$ cat config.mk
export PLATFORM = sky130hd
export DESIGN_NAME = alu_share_arbiter
export DESIGN_NICKNAME = d
export VERILOG_FILES = /design/src/rtl/alu_share_arbiter.sv
export SDC_FILE = /design/constraint.sdc
export NUM_CORES = 1
export LEC_CHECK = 0
export ABC_CLOCK_PERIOD_IN_PS = 7200
export CAP_MARGIN = 15
export CORE_ASPECT_RATIO = 1.1
export CORE_MARGIN = 3
export CORE_UTILIZATION = 58
export DETAILED_ROUTE_END_ITERATION = 7
export GPL_ROUTABILITY_DRIVEN = 0
export PLACE_DENSITY = 0.93
export SKIP_LAST_GASP = 1
export SLEW_MARGIN = 20
export SYNTH_ARGS = -nofsm -noshare
export SYNTH_HDL_FRONTEND = slang
export SYNTH_SLANG_ARGS = --single-unit
$ cat constraint.sdc
create_clock -name clk -period 7.2 [get_ports clk]
set_clock_uncertainty 0.05 [all_clocks]
set_input_delay 0.72 -clock clk [delete_from_list [all_inputs] [get_ports clk]]
set_output_delay 0.72 -clock clk [all_outputs]
set_load 0.02 [all_outputs]
$ cat src/rtl/alu_share_arbiter.sv
// alu_share_arbiter
//
// Shares one ALU between two requesters. Requesters are accepted by a valid/ready
// handshake and granted round-robin. Each accepted operation goes through two
// register stages. Its result comes back as a one-cycle pulse on the requester's
// rsp_valid bit, two cycles after the accept. The pipeline never stalls, so up to
// one operation per cycle can be accepted.
//
// Ports:
//   clk                   rising-edge clock
//   reset                 synchronous active-high reset (has priority over flush)
//   flush                 synchronous kill of all in-flight operations
//   req_valid[1:0]        per-requester request valid
//   req_ready[1:0]        per-requester grant/accept (at most one bit high)
//   req_op0/1             ALU operation code per requester
//   req_a0/1, req_b0/1    SrcA / SrcB per requester
//   rsp_valid[1:0]        one-cycle result pulse, bit i = result for requester i
//   rsp_data              result, meaningful while any rsp_valid bit is high
//   busy                  either pipeline stage holds a live operation

module alu_share_arbiter #(
  parameter int unsigned DATA_WIDTH    = 32,
  parameter int unsigned OPCODE_LENGTH = 4
) (
  input  logic                     clk,
  input  logic                     reset,
  input  logic                     flush,
  input  logic [1:0]               req_valid,
  output logic [1:0]               req_ready,
  input  logic [OPCODE_LENGTH-1:0] req_op0,
  input  logic [OPCODE_LENGTH-1:0] req_op1,
  input  logic [DATA_WIDTH-1:0]    req_a0,
  input  logic [DATA_WIDTH-1:0]    req_a1,
  input  logic [DATA_WIDTH-1:0]    req_b0,
  input  logic [DATA_WIDTH-1:0]    req_b1,
  output logic [1:0]               rsp_valid,
  output logic [DATA_WIDTH-1:0]    rsp_data,
  output logic                     busy
);

  localparam logic [OPCODE_LENGTH-1:0] OpAnd = OPCODE_LENGTH'(4'b0000);
  localparam logic [OPCODE_LENGTH-1:0] OpOr  = OPCODE_LENGTH'(4'b0001);
  localparam logic [OPCODE_LENGTH-1:0] OpAdd = OPCODE_LENGTH'(4'b0010);
  localparam logic [OPCODE_LENGTH-1:0] OpXor = OPCODE_LENGTH'(4'b0011);
  localparam logic [OPCODE_LENGTH-1:0] OpSub = OPCODE_LENGTH'(4'b0110);
  localparam logic [OPCODE_LENGTH-1:0] OpEq  = OPCODE_LENGTH'(4'b1000);
  localparam logic [OPCODE_LENGTH-1:0] OpLt  = OPCODE_LENGTH'(4'b1100);

  // Round-robin pointer: index of the requester that wins the next contention.
  logic prio_q, prio_d;
  logic prio_eff;

  // Arbiter outputs.
  logic [1:0] grant;
  logic       accept;
  logic       acc_id;

  // Operands of the accepted request.
  logic [OPCODE_LENGTH-1:0] acc_op;
  logic [DATA_WIDTH-1:0]    acc_a;
  logic [DATA_WIDTH-1:0]    acc_b;

  // Stage 1: registered operands feeding the ALU.
  logic                     s1_valid_q, s1_valid_d;
  logic                     s1_id_q;
  logic [OPCODE_LENGTH-1:0] s1_op_q;
  logic [DATA_WIDTH-1:0]    s1_a_q;
  logic [DATA_WIDTH-1:0]    s1_b_q;

  // Stage 2: registered result.
  logic                  s2_valid_q, s2_valid_d;
  logic                  s2_id_q;
  logic [DATA_WIDTH-1:0] s2_result_q;

  logic [DATA_WIDTH-1:0] alu_result;

  // ---------------------------------------------------------------------------
  // Arbiter
  // ---------------------------------------------------------------------------

  // While reset is held the grant behaves as if the pointer were already cleared.
  // A request accepted on the reset edge is dropped anyway, so this only keeps
  // req_ready consistent from the first cycle of reset.
  assign prio_eff = reset ? 1'b0 : prio_q;

  always_comb begin
    grant = 2'b00;
    unique case (req_valid)
      2'b01:   grant = 2'b01;
      2'b10:   grant = 2'b10;
      2'b11:   grant = prio_eff ? 2'b10 : 2'b01;
      default: grant = 2'b00;
    endcase
  end

  assign req_ready = grant;
  assign accept    = |grant;
  assign acc_id    = grant[1];

  always_comb begin
    acc_op = req_op0;
    acc_a  = req_a0;
    acc_b  = req_b0;
    if (acc_id) begin
      acc_op = req_op1;
      acc_a  = req_a1;
      acc_b  = req_b1;
    end
  end

  // ---------------------------------------------------------------------------
  // Next-state logic
  // ---------------------------------------------------------------------------

  always_comb begin
    prio_d = prio_q;
    if (accept) begin
      // The pointer moves even when flush discards the operation.
      prio_d = ~acc_id;
    end
    s1_valid_d = accept & ~flush;
    s2_valid_d = s1_valid_q & ~flush;
  end

  // ---------------------------------------------------------------------------
  // ALU (evaluated from stage 1)
  // ---------------------------------------------------------------------------

  always_comb begin
    alu_result = '0;
    case (s1_op_q)
      OpAnd:   alu_result = s1_a_q & s1_b_q;
      OpOr:    alu_result = s1_a_q | s1_b_q;
      OpAdd:   alu_result = s1_a_q + s1_b_q;
      OpXor:   alu_result = s1_a_q ^ s1_b_q;
      OpSub:   alu_result = s1_a_q - s1_b_q;
      OpEq:    alu_result = DATA_WIDTH'(s1_a_q == s1_b_q);
      OpLt:    alu_result = DATA_WIDTH'(s1_a_q < s1_b_q);
      default: alu_result = '0;
    endcase
  end

  // ---------------------------------------------------------------------------
  // State registers
  // ---------------------------------------------------------------------------

  // Control state and the result register. Reset clears everything here, while
  // flush only clears the valid bits.
  always_ff @(posedge clk) begin
    if (reset) begin
      prio_q      <= 1'b0;
      s1_valid_q  <= 1'b0;
      s2_valid_q  <= 1'b0;
      s2_result_q <= '0;
    end else begin
      prio_q     <= prio_d;
      s1_valid_q <= s1_valid_d;
      s2_valid_q <= s2_valid_d;
      if (s1_valid_q) begin
        s2_result_q <= alu_result;
      end
    end
  end

  // Data registers have no reset. They are only observed when their valid bit is set.
  always_ff @(posedge clk) begin
    if (accept) begin
      s1_id_q <= acc_id;
      s1_op_q <= acc_op;
      s1_a_q  <= acc_a;
      s1_b_q  <= acc_b;
    end
    if (s1_valid_q) begin
      s2_id_q <= s1_id_q;
    end
  end

  // ---------------------------------------------------------------------------
  // Outputs
  // ---------------------------------------------------------------------------

  assign rsp_valid = s2_valid_q ? (2'b01 << s2_id_q) : 2'b00;
  assign rsp_data  = s2_result_q;
  assign busy      = s1_valid_q | s2_valid_q;

endmodule

* Word level (Yosys, flattened, before mapping)
Index checks and enable logic that the tools add are counted.
W data, S select, Z words.
** Operators by class
- $lt $le $gt $ge :: 1
- Muxes and demuxes :: 8
- Bitwise operators :: 8
- Reductions and logical operators :: 2
- Shift-type cells :: 1
- Equality and inequality tests :: 10
- Add/sub/neg operators :: 2
** Operators with widths (count)
- $pmux W32 S7 :: 1
- $mux W32 :: 2
- $add A32 B32 Y32 :: 1
- $and A32 B32 Y32 :: 1
- $eq A32 B32 Y1 :: 1
- $lt A32 B32 Y1 :: 1
- $or A32 B32 Y32 :: 1
- $sub A32 B32 Y32 :: 1
- $xor A32 B32 Y32 :: 1
- $eq A4 B2 Y1 const B :: 2
- $eq A4 B4 Y1 const B :: 2
- $pmux W2 S3 :: 1
- $eq A2 B2 Y1 const B :: 2
- $eq A4 B1 Y1 const B :: 1
- $eq A4 B3 Y1 const B :: 1
- $logic_not A4 Y1 :: 1
- $mux W2 :: 2
- $mux W4 :: 1
- $and A1 B1 Y1 :: 2
- $eq A2 B1 Y1 const B :: 1
- $not A1 Y1 :: 2
- $reduce_or A2 Y1 :: 1
- $shl A1 B1 Y2 const A :: 1
- $mux W1 :: 1
- $or A1 B1 Y1 :: 1
** Word-level totals
- Logic and storage cells :: 41
- Register bits :: 105
- Output and inout port bits :: 37
- Input port bits :: 141

* Longest topological paths before layout
- Word-level depth :: 5
- Gate-level depth with buffers :: 12

* Least setup slack after synthesis
No wires, ideal clock.
- Kind :: input to output
- Start :: in reset
- End :: out req_ready[1]
- Stages on the path :: 5
- Buffers on the path :: 2
- Setup slack :: 4237 ps
- Data arrival time :: 2193 ps
- Data required time :: 6430 ps
- Cells stage by stage :: inv_1 > a31oi_1 > nor2_1 > clkbuf_1 > buf_1
** Between the ends
- Cells in the longest elaborated chain, start to end :: 3
** RTL lines
- from (decl) :: RTL line 26 : input logic reset,
- $mux W1 :: RTL line 84 : assign prio_eff = reset ? 1'b0 : prio_q;
- $mux W2 :: RTL line 91 : 2'b11: grant = prio_eff ? 2'b10 : 2'b01;
- $pmux W2 S3 :: RTL line 88 : unique case (req_valid)
- to (decl) :: RTL line 29 : output logic [1:0] req_ready,
No other way between the ends.

* Worst setup path in the final report
Same ends and word-level chain as after synthesis.

==> results.md <==
- The run finished, with violations left.
- The final reports fail on DRC.
- The count of port buffers added during placement is approximately 180.
- The number of setup violations in the final report is 0.
- The count of maximum capacitance violations is 0.
- Summed over all cells, the static leakage comes to 0.004602 uW.
- The die boundary width is 126.8 um.
- The worst setup path is launched from an input pin.
- The share of synthesized registers carrying an async set or reset is 0%.
- The completed layout was analyzed and its total power is 2098 uW.
- The maximum number of pins on one net before global-route repair is between 70 and 80.
- For the pin with the worst max-slew slack, the measured transition is 1.186 ns.
- The number of resized instances in the post-cts repair step is 0.
- In this run the worst path has a maximum fanout of 70.
- The type of the worst setup path is in2out.
- The peak supply drop is 0.1398 mV.
- The floorplan row count is 47.
- The highest routed metal layer is met4.
- The startpoint identified for the worst hold timing path is s1_id_q.
- For this design, the CTS-stage hold fixing added 0 buffers.
- The final layout contains 1,464 nets.
- The number of antenna violations at the first check in global routing came to 0.
- The core region is 15,410 um2.
- The critical path starts at reset.
- In the final routed layout, each cell accounts on average for 20.22 um.
- The synthesized area per cell is approximately 8.6 um2.
- The minimum clock period is 4.527 ns.
- The number of max-slew violations in the final report was 0.
- The via count of the routed design is 9,350.
- Setup repair after global routing left no endpoint under its margin.
- For this design the ratio of total power to cell area is 183.7 nW/um2.
- The worst hold path stage count is 0.
- The cell count after synthesis is 1,089.
- The via density per instance is ~6.6.
- Counting the fill cells in the layout gives 1,104.
- The share of the yosys chip area belonging to registers is 30.10%.
- During I/O placement, the number of pins put on the boundary was 178.
- Counting cells, the worst reg-to-reg path comes to 8.
- After the first detailed-routing iteration, the DRC count stood at between 1,500 and 2,000.
- The post-detailed-placement half-perimeter wirelength is 20.77 mm.
- In this run the critical register-to-register path is launched from s1_op_q[0].
- The library cell used most frequently in the layout, excluding fill and tap cells, is clkdlybuf4s50_1.
- The most used flip-flop cell after synthesis is edfxtp_1.
- In the global route stage, overall resource usage came out at 31.25%.
- TritonCTS built the clock tree.
- The count of flip-flops with a built-in enable after synthesis is 70.
- The total die area is ~18,000 um2.
- After detailed routing, the met2 layer carries 13.85 mm of wire.
- The reg2reg setup slack is 3.52 ns.
- The count of nets left with antenna violations once routing finished came out at 0.
- The post-synth net total is ~1,300.
- Wire segments on met3 add up to about 3.1 mm in the final route.
- The final hold violation count was 0.
- The remaining global-route overflow is 0.
- The clock passes through at most 2 buffers.
- Yosys printed 0 warnings.
- For this block, the routed nets add up to 28.75 mm of wire.
- The path with the worst hold slack has its endpoint at s2_id_q.
- The worst-case headroom to the max-slew limit is 20.47%.
- After detailed routing, the number of remaining DRC violations is 1.
- In this run the vertical extent of the chip is 138.9 um.
- The first global-routing pass estimated 44.91 mm of wire.
- After clock tree synthesis, the setup repair step added 0 buffers.
- The number of optimization iterations in the first detailed-route pass is 8.
- The clock net sink count is 105.
- After synthesis, the netlist uses between 70 and 80 different library cells.
- The via count of the first global-routing pass is around 9,100.
- The top cell types in the final layout, fill and taps aside, are clkdlybuf4s50_1 (177), a21oi_1 (113), inv_1 (100), nor2_1 (100), ha_1 (100).
- The arrival time reported for the critical path endpoint is 3.76 ns.
- The met1 wire length is 10.09 mm.
- The post-route netlist has around a tenth of its cells at a drive strength greater than 1.
- The kind of capture point of the worst setup path is an output port.
- The synthesis-to-layout area growth is 22.64%.
- Clock-pin slew was measured on the worst setup and hold paths at 0.08 ns.
- The worst min-delay path category is reg2reg.
- The H-tree generated during clock tree synthesis spans 3 levels.
- Counting flops and latches in the post-synthesis netlist gives 105.
- At the later pin of the worst-skew pair, clock insertion delay measures 0.37 ns.
- The number of clock buffers added by TritonCTS is 9.
- The mapped netlist covers 9311 um2.
- The final cycle utilization of the critical path is 62.88%.
- The cell sitting at the root of the clock tree is a clkbuf_16.
- Derived from the worst setup path, the maximum achievable clock frequency is roughly 220 MHz.
- The number of diodes added for antenna fixing is 0.
- The initial utilization of the core area, before any placement, comes to between 60% and 70%.
- The worst register-to-register path ends at rsp_data[14].
- The final setup TNS is 0 ns.
- The critical path required time is 6.43 ns.
==> area by class of cell <==
class,instances,area (um2),area share [%]
clock inverters,7,62.56,0.5478
multi-input cells,819,5873,51.43
repair buffers,185,1832,16.04
well taps,196,245.2,2.147
clock buffers,9,225.2,1.972
flip-flops and latches,105,2803,24.54
inverters,101,379.1,3.320
==> power by group <==
part           internal (uW)  total (uW)  switching (uW)
clock network            242         496             254
registers                696         737            40.7
logic                    350         865             516
==> kinds of logic after synthesis <==
group,synth area share [%]
xor gates and xnor gates,1.317
AOI/OAI and AO/OA,24.95
DFF,30.10
buffers and inverters,7.014
adders and majority gates,13.87
muxes,8.761
and+or+nand+nor,13.99
==> critical path, stage by stage <==
cell,delay [ns]
clkdlybuf4s50_1,0.87
inv_1,0.36
a31oi_1,0.20
nor2_4,0.13
buf_4,0.71
clkdlybuf4s50_1,0.75
==> synthesized netlist by cell type (5+ instances only) <==
master,number,share of area [%]
a211oi_1,12,0.97
a21o_1,11,0.89
a21oi_1,113,6.1
a221o_1,5,0.54
a221oi_1,9,0.85
a31oi_1,10,0.67
and2_1,6,0.40
and3_1,5,0.34
buf_1,5,0.20
buf_2,12,0.65
clkbuf_1,43,1.7
dfxtp_1,35,7.5
edfxtp_1,70,23
ha_1,100,13
inv_1,101,4.1
mux2_2,68,8.2
mux2i_1,5,0.54
nand2_1,80,3.2
nand3_1,26,1.4
nand4_1,14,0.94
nor2_1,101,4.1
nor2b_1,6,0.40
nor3_1,19,1.0
nor4_1,12,0.81
o2111ai_1,6,0.56
o211ai_1,14,1.1
o21ai_0,64,3.4
o21bai_1,19,1.5
o221ai_1,13,1.2
o31ai_1,8,0.65
or2_2,5,0.34
xnor2_1,14,1.3
==> flip-flops by register name (all words and copies together) (netlist names) <==
register	flops
prio_q	1
rsp_data	32
s1_a_q	32
s1_b_q	32
s1_id_q	1
s1_op_q	4
s1_valid_q	1
s2_id_q	1
s2_valid_q	1
==> worst max path at each step <==
stage                   endpoint  slack, ns  cells after the start
floorplan           req_ready[1]       4.24                      5
global placement    req_ready[1]       2.72                      6
detailed placement  req_ready[1]       2.67                      6
CTS                 req_ready[1]       2.67                      6
global route        req_ready[1]       2.51                      6
finish              req_ready[1]       2.67                      6
==> per-layer routing <==
layer	global-route usage [%]	up-vias
met5	0	-
met4	17.05	0
met3	6.086	170
met2	53.21	719
met1	36.83	4243
li1	-	4218
==> through the flow <==
stage               std cells  setup WS, ns  utilization [%]  hold slack (ns)  instance area (um2)
floorplan                1089         4.237                -           0.3503                 9311
global placement         1406         2.723            72.25           0.3538                11130
detailed placement       1406         2.669            72.25           0.3575                11130
CTS                      1422         2.665            74.12           0.3765                11420
global route             1422         2.508            74.12           0.3815                11420
finish                   1422         2.673            74.12           0.3780                11420
Note: power is estimated with default switching activity, not from simulation.
